--- src/rtl/seven_seg_scan_decoder.sv ---
// Receive side of a multiplexed 7-segment bus: rebuilds the scanned hex value and publishes frames.
// Optional build macro SEVEN_SEG_DEC_CHANGE_ONLY_EN: publish only frames that differ from the last.
module seven_seg_scan_decoder #(
    parameter int unsigned DIGITS         = 6,
    parameter int unsigned STABLE_CYC     = 4,
    parameter bit          SEL_ACTIVE_LOW = 1'b1,
    parameter bit          SEG_ACTIVE_LOW = 1'b1
) (
    input  logic                  clk,
    input  logic                  rst,
    input  logic [7:0]            leds_i,
    input  logic [DIGITS-1:0]     sels_i,
    output logic [4*DIGITS-1:0]   value_o,
    output logic [DIGITS-1:0]     dp_o,
    output logic [DIGITS-1:0]     blank_o,
    output logic                  valid_o,
    output logic                  frame_o,
    output logic                  err_o
);

    localparam int unsigned CW = $clog2(STABLE_CYC + 1);
    localparam int unsigned KW = (DIGITS > 1) ? $clog2(DIGITS) : 1;
    localparam logic [CW-1:0] CntMax = CW'(STABLE_CYC);

    // Returns {ok, blank, nibble}; seg is active-high gfedcba.
    function automatic logic [5:0] decode(input logic [6:0] s);
        logic [5:0] r;
        unique case (s)
            7'h3F: r = 6'b10_0000;
            7'h06: r = 6'b10_0001;
            7'h5B: r = 6'b10_0010;
            7'h4F: r = 6'b10_0011;
            7'h66: r = 6'b10_0100;
            7'h6D: r = 6'b10_0101;
            7'h7D: r = 6'b10_0110;
            7'h07: r = 6'b10_0111;
            7'h7F: r = 6'b10_1000;
            7'h6F: r = 6'b10_1001;
            7'h77: r = 6'b10_1010;
            7'h7C: r = 6'b10_1011;
            7'h39: r = 6'b10_1100;
            7'h5E: r = 6'b10_1101;
            7'h79: r = 6'b10_1110;
            7'h71: r = 6'b10_1111;
            7'h00: r = 6'b11_0000;
            default: r = 6'b00_0000;
        endcase
        return r;
    endfunction

    // Stage 0 stores the polarity-corrected sample so everything downstream is active-high.
    logic [DIGITS-1:0]   sel_q, prev_sel_q;
    logic [7:0]          seg_q, prev_seg_q;
    logic [CW-1:0]       cnt_q, cnt_d;
    logic [DIGITS-1:0]   seen_q, seen_d;
    logic [4*DIGITS-1:0] sh_value_q, sh_value_d;
    logic [DIGITS-1:0]   sh_dp_q, sh_dp_d, sh_blank_q, sh_blank_d;
    logic [4*DIGITS-1:0] value_q;
    logic [DIGITS-1:0]   dp_q, blank_q;
    logic                valid_q, frame_q, err_q, err_d;
    logic                same, cap, pub, pub_fire;
    logic [KW-1:0]       k;
    logic [5:0]          dec;

    assign same = (sel_q == prev_sel_q) && (seg_q == prev_seg_q);
    assign dec  = decode(seg_q[6:0]);
    assign pub  = &seen_q;

`ifdef SEVEN_SEG_DEC_CHANGE_ONLY_EN
    assign pub_fire = pub && (!valid_q ||
                      ({sh_value_q, sh_dp_q, sh_blank_q} != {value_q, dp_q, blank_q}));
`else
    assign pub_fire = pub;
`endif

    always_comb begin
        k = '0;
        for (int i = 0; i < DIGITS; i++) begin
            if (sel_q[i]) k = KW'(i);
        end
    end

    always_comb begin
        cnt_d = cnt_q;
        err_d = 1'b0;
        cap   = 1'b0;
        if (sel_q == '0) begin
            cnt_d = '0;
        end else if (!$onehot(sel_q)) begin
            cnt_d = '0;
            err_d = !same;  // one pulse per multi-select episode
        end else begin
            if (!same)                cnt_d = CW'(1);
            else if (cnt_q != CntMax) cnt_d = cnt_q + CW'(1);
            if (cnt_d == CntMax && cnt_q != CntMax) begin
                if (dec[5]) cap   = 1'b1;
                else        err_d = 1'b1;
            end
        end
    end

    always_comb begin
        seen_d     = pub ? '0 : seen_q;
        sh_value_d = sh_value_q;
        sh_dp_d    = sh_dp_q;
        sh_blank_d = sh_blank_q;
        if (cap) begin
            seen_d[k]             = 1'b1;
            sh_value_d[4*k +: 4]  = dec[3:0];
            sh_dp_d[k]            = seg_q[7];
            sh_blank_d[k]         = dec[4];
        end
    end

    always_ff @(posedge clk or posedge rst) begin
        if (rst) begin
            sel_q      <= '0;
            seg_q      <= '0;
            prev_sel_q <= '0;
            prev_seg_q <= '0;
            cnt_q      <= '0;
            seen_q     <= '0;
            sh_value_q <= '0;
            sh_dp_q    <= '0;
            sh_blank_q <= '0;
            value_q    <= '0;
            dp_q       <= '0;
            blank_q    <= '0;
            valid_q    <= 1'b0;
            frame_q    <= 1'b0;
            err_q      <= 1'b0;
        end else begin
            sel_q      <= SEL_ACTIVE_LOW ? ~sels_i : sels_i;
            seg_q      <= SEG_ACTIVE_LOW ? ~leds_i : leds_i;
            prev_sel_q <= sel_q;
            prev_seg_q <= seg_q;
            cnt_q      <= cnt_d;
            seen_q     <= seen_d;
            sh_value_q <= sh_value_d;
            sh_dp_q    <= sh_dp_d;
            sh_blank_q <= sh_blank_d;
            frame_q    <= pub_fire;
            err_q      <= err_d;
            valid_q    <= valid_q | pub_fire;
            if (pub_fire) begin
                value_q <= sh_value_q;
                dp_q    <= sh_dp_q;
                blank_q <= sh_blank_q;
            end
        end
    end

    assign value_o = value_q;
    assign dp_o    = dp_q;
    assign blank_o = blank_q;
    assign valid_o = valid_q;
    assign frame_o = frame_q;
    assign err_o   = err_q;

endmodule
--- config.mk ---
export PLATFORM = sky130hd
export DESIGN_NAME = seven_seg_scan_decoder
export DESIGN_NICKNAME = d
export VERILOG_FILES = /design/src/rtl/seven_seg_scan_decoder.sv
export SDC_FILE = /design/constraint.sdc
export NUM_CORES = 1
export LEC_CHECK = 0
export ABC_AREA = 1
export BUFFER_PORTS_ARGS = -buffer_cell sky130_fd_sc_hd__buf_2
export CORE_MARGIN = 3
export CORE_UTILIZATION = 53
export CTS_CLUSTER_DIAMETER = 100
export CTS_CLUSTER_SIZE = 24
export DETAILED_ROUTE_END_ITERATION = 10
export GPL_TIMING_DRIVEN = 0
export PLACE_DENSITY = 0.76
export SLEW_MARGIN = 20
export SYNTH_ARGS = -nofsm -noshare
export SYNTH_HDL_FRONTEND = slang
export SYNTH_SLANG_ARGS = --single-unit
--- constraint.sdc ---
create_clock -name clk -period 3.5 [get_ports clk]
set_input_delay 0.7 -clock clk [delete_from_list [all_inputs] [get_ports clk]]
set_output_delay 0.7 -clock clk [all_outputs]
set_load 0.05 [all_outputs]
Word-level counts from Yosys, hierarchy flattened
Index checks and enable logic that the tools add are counted.
{ "word_totals": {"out_inout_bits": 39, "in_bits": 16, "wordCells": 85, "regBits": 112} }
{ "op_classes": {"eq_ne": 21, "order_cmp": 2, "addsub": 7, "muxes": 27, "bitwise": 4, "n_reduce_logical": 7, "shifts": 2} }
{ "op_table": {"columns": ["cell", "n"], "rows": [
  ["6-bit case mux with 17 select lines", 1],
  ["7-bit equality test, second input constant", 12],
  ["5-bit negation with 34-bit output", 1],
  ["4-bit by 34-bit variable shift with 24-bit output, first input constant", 1],
  ["4-bit by 34-bit indexed part select with 24-bit output", 1],
  ["3-bit 2-to-1 mux", 10],
  ["24-bit bitwise mux", 1],
  ["7-bit by 3-bit equality test with 1-bit output, second input constant", 2],
  ["7-bit by 6-bit equality test with 1-bit output, second input constant", 2],
  ["6-bit bitwise mux", 2],
  ["6-bit 2-to-1 mux", 2],
  ["1-bit 2-to-1 mux", 10],
  ["8-bit equality test", 1],
  ["8-bit inverter", 1],
  ["7-bit zero test", 1],
  ["1-bit by 1-bit adder with 2-bit output", 3],
  ["6-bit equality test", 1],
  ["6-bit zero test", 1],
  ["6-bit inverter", 1],
  ["6-bit bitwise OR", 1],
  ["6-bit AND reduction", 1],
  ["3-bit by 4-bit less-than comparator with 1-bit output, second input constant", 1],
  ["2-bit by 2-bit adder with 3-bit output", 1],
  ["3-bit by 1-bit adder with 3-bit output, second input constant", 1],
  ["9 further kinds", 11]
]} }

Depth between registers and ports, before layout
{ "depth": {"word_depth": 12, "ltp_mapped": 16, "depth_no_buf": 16} }

Worst setup path after synthesis
No wires, ideal clock.
{ "synth_path": {"path_type": "flip-flop to flip-flop", "from": "reg sel_q[1]", "to": "reg sh_blank_q[2]", "required_time_ns": 3.383, "path_buffers": 1, "period_less_slack_ns": 3.247, "setup_slack_ns": 0.253, "stages_incl_launch_ff": 17, "arrival_ns": 3.130, "setup_time_ns": 0.117, "cell_sequence": "dfrtp_1 -> fa_1 -> inv_1 -> fa_1 -> inv_1 -> ha_1 -> inv_1 -> fa_1 -> and3_1 -> nand2_1 -> nor2_1 -> nand4_2 -> nor2_4 -> buf_6 -> nand3_2 -> nand2_1 -> nand2_1"} }
{ "synth_between": {"elab_chain_len": 10, "elab_cells_between_ends": 26, "cone_classes": "3 x add/sub; 2 x order compare; 3 x eq/ne; 14 x mux; 4 x reduce/logical"} }
{ "synth_lines": {"columns": ["item", "line_no", "rtl"], "rows": [
  ["from (decl)", "52", "logic [DIGITS-1:0] sel_q, prev_sel_q;"],
  ["from (signal assigned)", "133", "sel_q <= SEL_ACTIVE_LOW ? ~sels_i : sels_i;"],
  ["1-bit 2-to-1 mux / 6-bit equality test (equally long branches)", "79, 65", null],
  ["3-bit 2-to-1 mux / 1-bit logical AND (equally long branches)", "79, 65", null],
  ["3-bit 2-to-1 mux (on tied branches)", "79, 93", null],
  ["3-bit 2-to-1 mux (on tied branches)", "79, 89", null],
  ["3-bit 2-to-1 mux (on tied branches)", "79, 87", null],
  ["3-bit by 4-bit less-than comparator with 1-bit output (not written as such), or another cell as far along", "111", "sh_blank_d[k] = dec[4];"],
  ["1-bit logical AND (on tied branches)", "111, 95", null],
  ["1-bit 2-to-1 mux (on tied branches)", "111, 95", null],
  ["1-bit demux with 3-bit select / 1-bit 2-to-1 mux (equally long branches)", "111, 89", null],
  ["6-bit bitwise mux / 1-bit 2-to-1 mux (equally long branches)", "111, 87", null],
  ["to (signal assigned)", "141", "sh_blank_q <= sh_blank_d;"],
  ["to (decl)", "57", "logic [DIGITS-1:0] sh_dp_q, sh_dp_d, sh_blank_q, sh_blank_d;"]
]} }
Several ways; a longest one is shown, not always the timed one. The select of a mux whose other input is x is not followed.
A chain may end at the register's enable or synchronous reset.

Final worst setup path
{ "layout_path": {"from": "reg sel_q[0]", "to": "reg sh_blank_q[1]"} }
{ "layout_between": {"elab_chain_len": 10, "elab_cells_between_ends": 15, "cone_classes": "3 x add/sub; 3 x eq/ne; 6 x mux; 3 x reduce/logical"} }
{ "layout_lines": {"columns": ["item", "line_no", "rtl"], "rows": [
  ["parallel branches: the longest is 9 deep, another holds 2-bit by 2-bit adder with 3-bit output", null, null],
  ["1-bit 2-to-1 mux *", "87", "if (sel_q == '0) begin"]
]} }
Mark *: on every way between the ends. The select of a mux whose other input is x is not followed.

==> summary.txt <==
Status
  • Status: finished, final reports clean

Floorplanning
  • Die area: around 11000 sq um
  • Starting Density: 55.2%
  • CORE AREA: between 9000 and 10000 sq um
  • IO Pins: 55
  • # rows: 35
  • Die Span Y: ~100 microns
  • Die W: 105 microns

Synth
  • Compound-gate portion of the synthesized area: 2.03%
  • Cell Area, Synth: between 5000 and 6000 sq um
  • Syn_area_per_cell: slightly above 8 sq um
  • XOR/XNOR Fraction of Synth Area: less than 1%
  • Share of the synthesized area in the top cell type: between 50% and 60%
  • Post-synthesis mux area share: 0%
  • FF+latch count, synth: around 110
  • Warnings from Yosys: 0
  • Area share of and/or/nand/nor cells after synthesis: between 30% and 40%
  • Post-synthesis sequential area ratio: 54.1%
  • Largest family of logic cells by synthesized area: simple AND/OR/NAND/NOR gates
  • Adder-Cell Fraction of Synth Area: 3.33%
  • Cell variety after synth: 32
  • Synth Instances: around 640
  • Synth area leader: dfrtp_1
  • Synthesized Nets: roughly 660
  • Synth top area cells: dfrtp_1 54%, nand2_1 20%, inv_1 5.2%, nor2_1 3.8%, nand4_1 2.7%

STA
  • Fmax: between 0.2 and 0.3 GHz
  • Final hold viol count: 0
  • Max Slew Vio Count: 0
  • Worst Clk Skew: between 0.015 and 0.02 ns
  • Final setup viols: 0
  • Final critical-path share of the clock period: roughly 99%
  • RSZ-0062 raised after global routing: yes
  • Slew @ Worst Pin: 0.656 ns
  • Fin crit period: around 3.5 ns
  • Setup TNS: 0 ns
  • Final WS setup: 0.0489 ns
  • Final hold slack: 0.357 ns
  • Slew HR: a little under three fifths

Place
  • Dpl ws: -0.0480 ns
  • DP HPWL: between 7000 and 8000 microns
  • Post-DP Area: roughly 5700 sq um
  • Last weighted congestion value of the routability-driven placer: 0.850
  • # placed instances: slightly above 800
  • Port Buffers: 54

Route
  • Vias/cell: between 4 and 5
  • Drt wl/cell: ~12 microns
  • # DRC: 0
  • Drt first pass iters: 4
  • WL final: just over 10000 microns
  • Number of routed nets with antenna violations: 0
  • Vias: 4147
  • Drt initial violations: approximately 250

Setup path
  • R2R setup slack: 0.05 ns
  • Crit path DAT: between 3 and 4 ns
  • CP required: between 3 and 4 ns
  • CP max FO: 10
  • Reg2reg path depth: 16
  • R2R Path Start: sel_q[0]
  • Critical Path Source Type: register
  • Reg2reg end: sh_blank_q[1]
  • CP endpoint kind: register
  • WS Path Type: reg2reg

Global routing
  • GRT overflow: 0
  • Largest net degree at the start of global routing: 32
  • Initial antenna violation count: 0
  • First-pass GRT wire length: 17800 microns
  • Total Routing Usage GR: about a fifth
  • Vias in the first global route: roughly 4000

Pwr
  • Pwr Total: about 2.3 mW
  • LEAKAGE: approximately 3.5 nW
  • VDD IR max: 0.287 mV
  • Power per cell area: 383 nW/um^2

Clocking
  • Longest Clk Path Bufs: 2
  • H-tree depth: 3
  • Total CTS buffers: 9
  • Hold-fix buffers, CTS: 0
  • Skew-Pair Late Insertion Delay: 0.38 ns
  • TritonCTS clock tree: done
  • Clk slew on worst S/H paths: approximately 0.11 ns
  • Clock Sinks: roughly 110
  • CTS Root Cell: clkbuf_8

Finish
  • Final Instance Count excl. Fillers: ~850
  • Fin nets: 739
  • Fillers: about 800
  • Area growth from synthesis to final layout: 15.9%
  • Diode count: 0
  • Final instance area: between 5000 and 6000 sq um
  • Share of cells above drive strength 1: around 18%
  • Final core utilization: 64.0%

Min path
  • Worst hold path type: in2async

Run
  • Maxcap violations: 0
## power breakdown
part | total (mW) | switching, mW | internal [mW]
registers | 1.34 | 0.0232 | 1.32
clock network | 0.737 | 0.459 | 0.278
logic | 0.221 | 0.150 | 0.0702
## flip-flops by register name, indices dropped and copies added (netlist names)
signal / cells
blank_o: 6
cnt_q: 3
dp_o: 6
err_o: 1
frame_o: 1
prev_seg_q: 8
prev_sel_q: 6
seen_q: 6
seg_q: 8
sel_q: 6
sh_blank_q: 6
sh_dp_q: 6
sh_value_q: 24
valid_o: 1
value_o: 24
## routing by layer
metal  up-vias  part of all wire, %  global-route usage [%]
li1       2095                    -                       -
met4         0                  2.0                    7.31
met5         -                    0                       0
met2       102                   50                    34.0
met1      1931                   44                    25.5
met3        19                  3.9                    2.66
## cell families after synthesis
logic type,Yosys count
AND/OR/NAND/NOR,396
adder cells (fa/ha/maj),12
XOR/XNOR,3
AO/OA/AOI/OAI,17
buffers and inverters,95
flip-flops,112
## what timing repair did
item / CTS / global route
setup endpoints to repair: 18 / 42
resized for setup: 1 / 22
setup buffers: 3 / 4
cloned: 0 / 1
pin swaps: 1 / 4
endpoints found under the hold margin: 0 / 0
## layout by cell type (no fill, tap or decap), drive strengths merged, types with 3 or more instances in the layout
cell type / netlist / layout
nand2: 277 / 277
nor2: 61 / 61
nand4: 23 / 23
dfrtp: 112 / 112
nand3: 27 / 27
o21ai: 14 / 14
fa: 3 / 3
clkbuf: 9 / 19
ha: 9 / 9
inv: 79 / 81
buf: 7 / 72
clkinv: 0 / 3
## synthesized netlist by cell type
| cell type | n |
|---|---|
| nor4_2 | 1 |
| xnor2_1 | 2 |
| nand2_2 | 7 |
| nor2_1 | 52 |
| fa_1 | 3 |
| buf_1 | 2 |
| nand4_2 | 1 |
| buf_6 | 1 |
| inv_1 | 72 |
| inv_2 | 7 |
| a21boi_0 | 1 |
| nor4_1 | 1 |
| nand3b_1 | 1 |
| buf_2 | 1 |
| o21a_1 | 1 |
| ha_1 | 9 |
| nand3_2 | 5 |
| clkbuf_1 | 9 |
| nor2_2 | 5 |
| o21ai_0 | 10 |
| buf_4 | 3 |
| nand3_1 | 22 |
| xor2_1 | 1 |
| a211oi_4 | 1 |
| and3_1 | 2 |
| or2_2 | 1 |
| dfrtp_1 | 112 |
| nor2_4 | 4 |
| nand4_1 | 22 |
| o21ai_1 | 4 |
| nand2_1 | 270 |
| nor3_1 | 2 |
## critical path, cell delays in order, from the launching register on
cell and delay, ns:
dfrtp_1 0.44, fa_1 0.54, inv_1 0.05, fa_1 0.42, inv_1 0.07, ha_1 0.13
inv_1 0.04, fa_1 0.49, and3_4 0.20, nand2_4 0.06, nor2_4 0.14, nand4_4 0.12
nor2_4 0.20, buf_4 0.16, buf_6 0.13, nand4_1 0.12, nand2_1 0.10
## layout make-up
type / count / area, sq um / share of cell area (%)
multi-input combinational: 428 / 2060 / 34.3
inverter: 79 / 300 / 5.01
buffer: 16 / 91.3 / 1.52
sequential: 112 / 2810 / 46.8
timing repair buffer: 65 / 394 / 6.57
clock inverter: 6 / 62.6 / 1.04
tap: 129 / 161 / 2.69
clock buffer: 10 / 128 / 2.13
## worst max-delay path by stage
| stage | endpoint | start | cells after the start | slack, ns |
|---|---|---|---|---|
| 2_1_floorplan | sh_blank_q[2] | sel_q[1] | 16 | 0.25 |
| 3_3_place_gp | sh_blank_q[1] | sel_q[1] | 16 | 0.03 |
| 3_5_place_dp | sh_dp_q[1] | sel_q[1] | 16 | -0.05 |
| 4_1_cts | sh_blank_q[1] | sel_q[3] | 16 | 0.01 |
| 5_1_grt | sh_value_q[18] | sel_q[3] | 16 | -0.11 |
| 6_report | sh_blank_q[1] | sel_q[0] | 16 | 0.05 |
No activity file was read; power rests on OpenSTA's default activity.
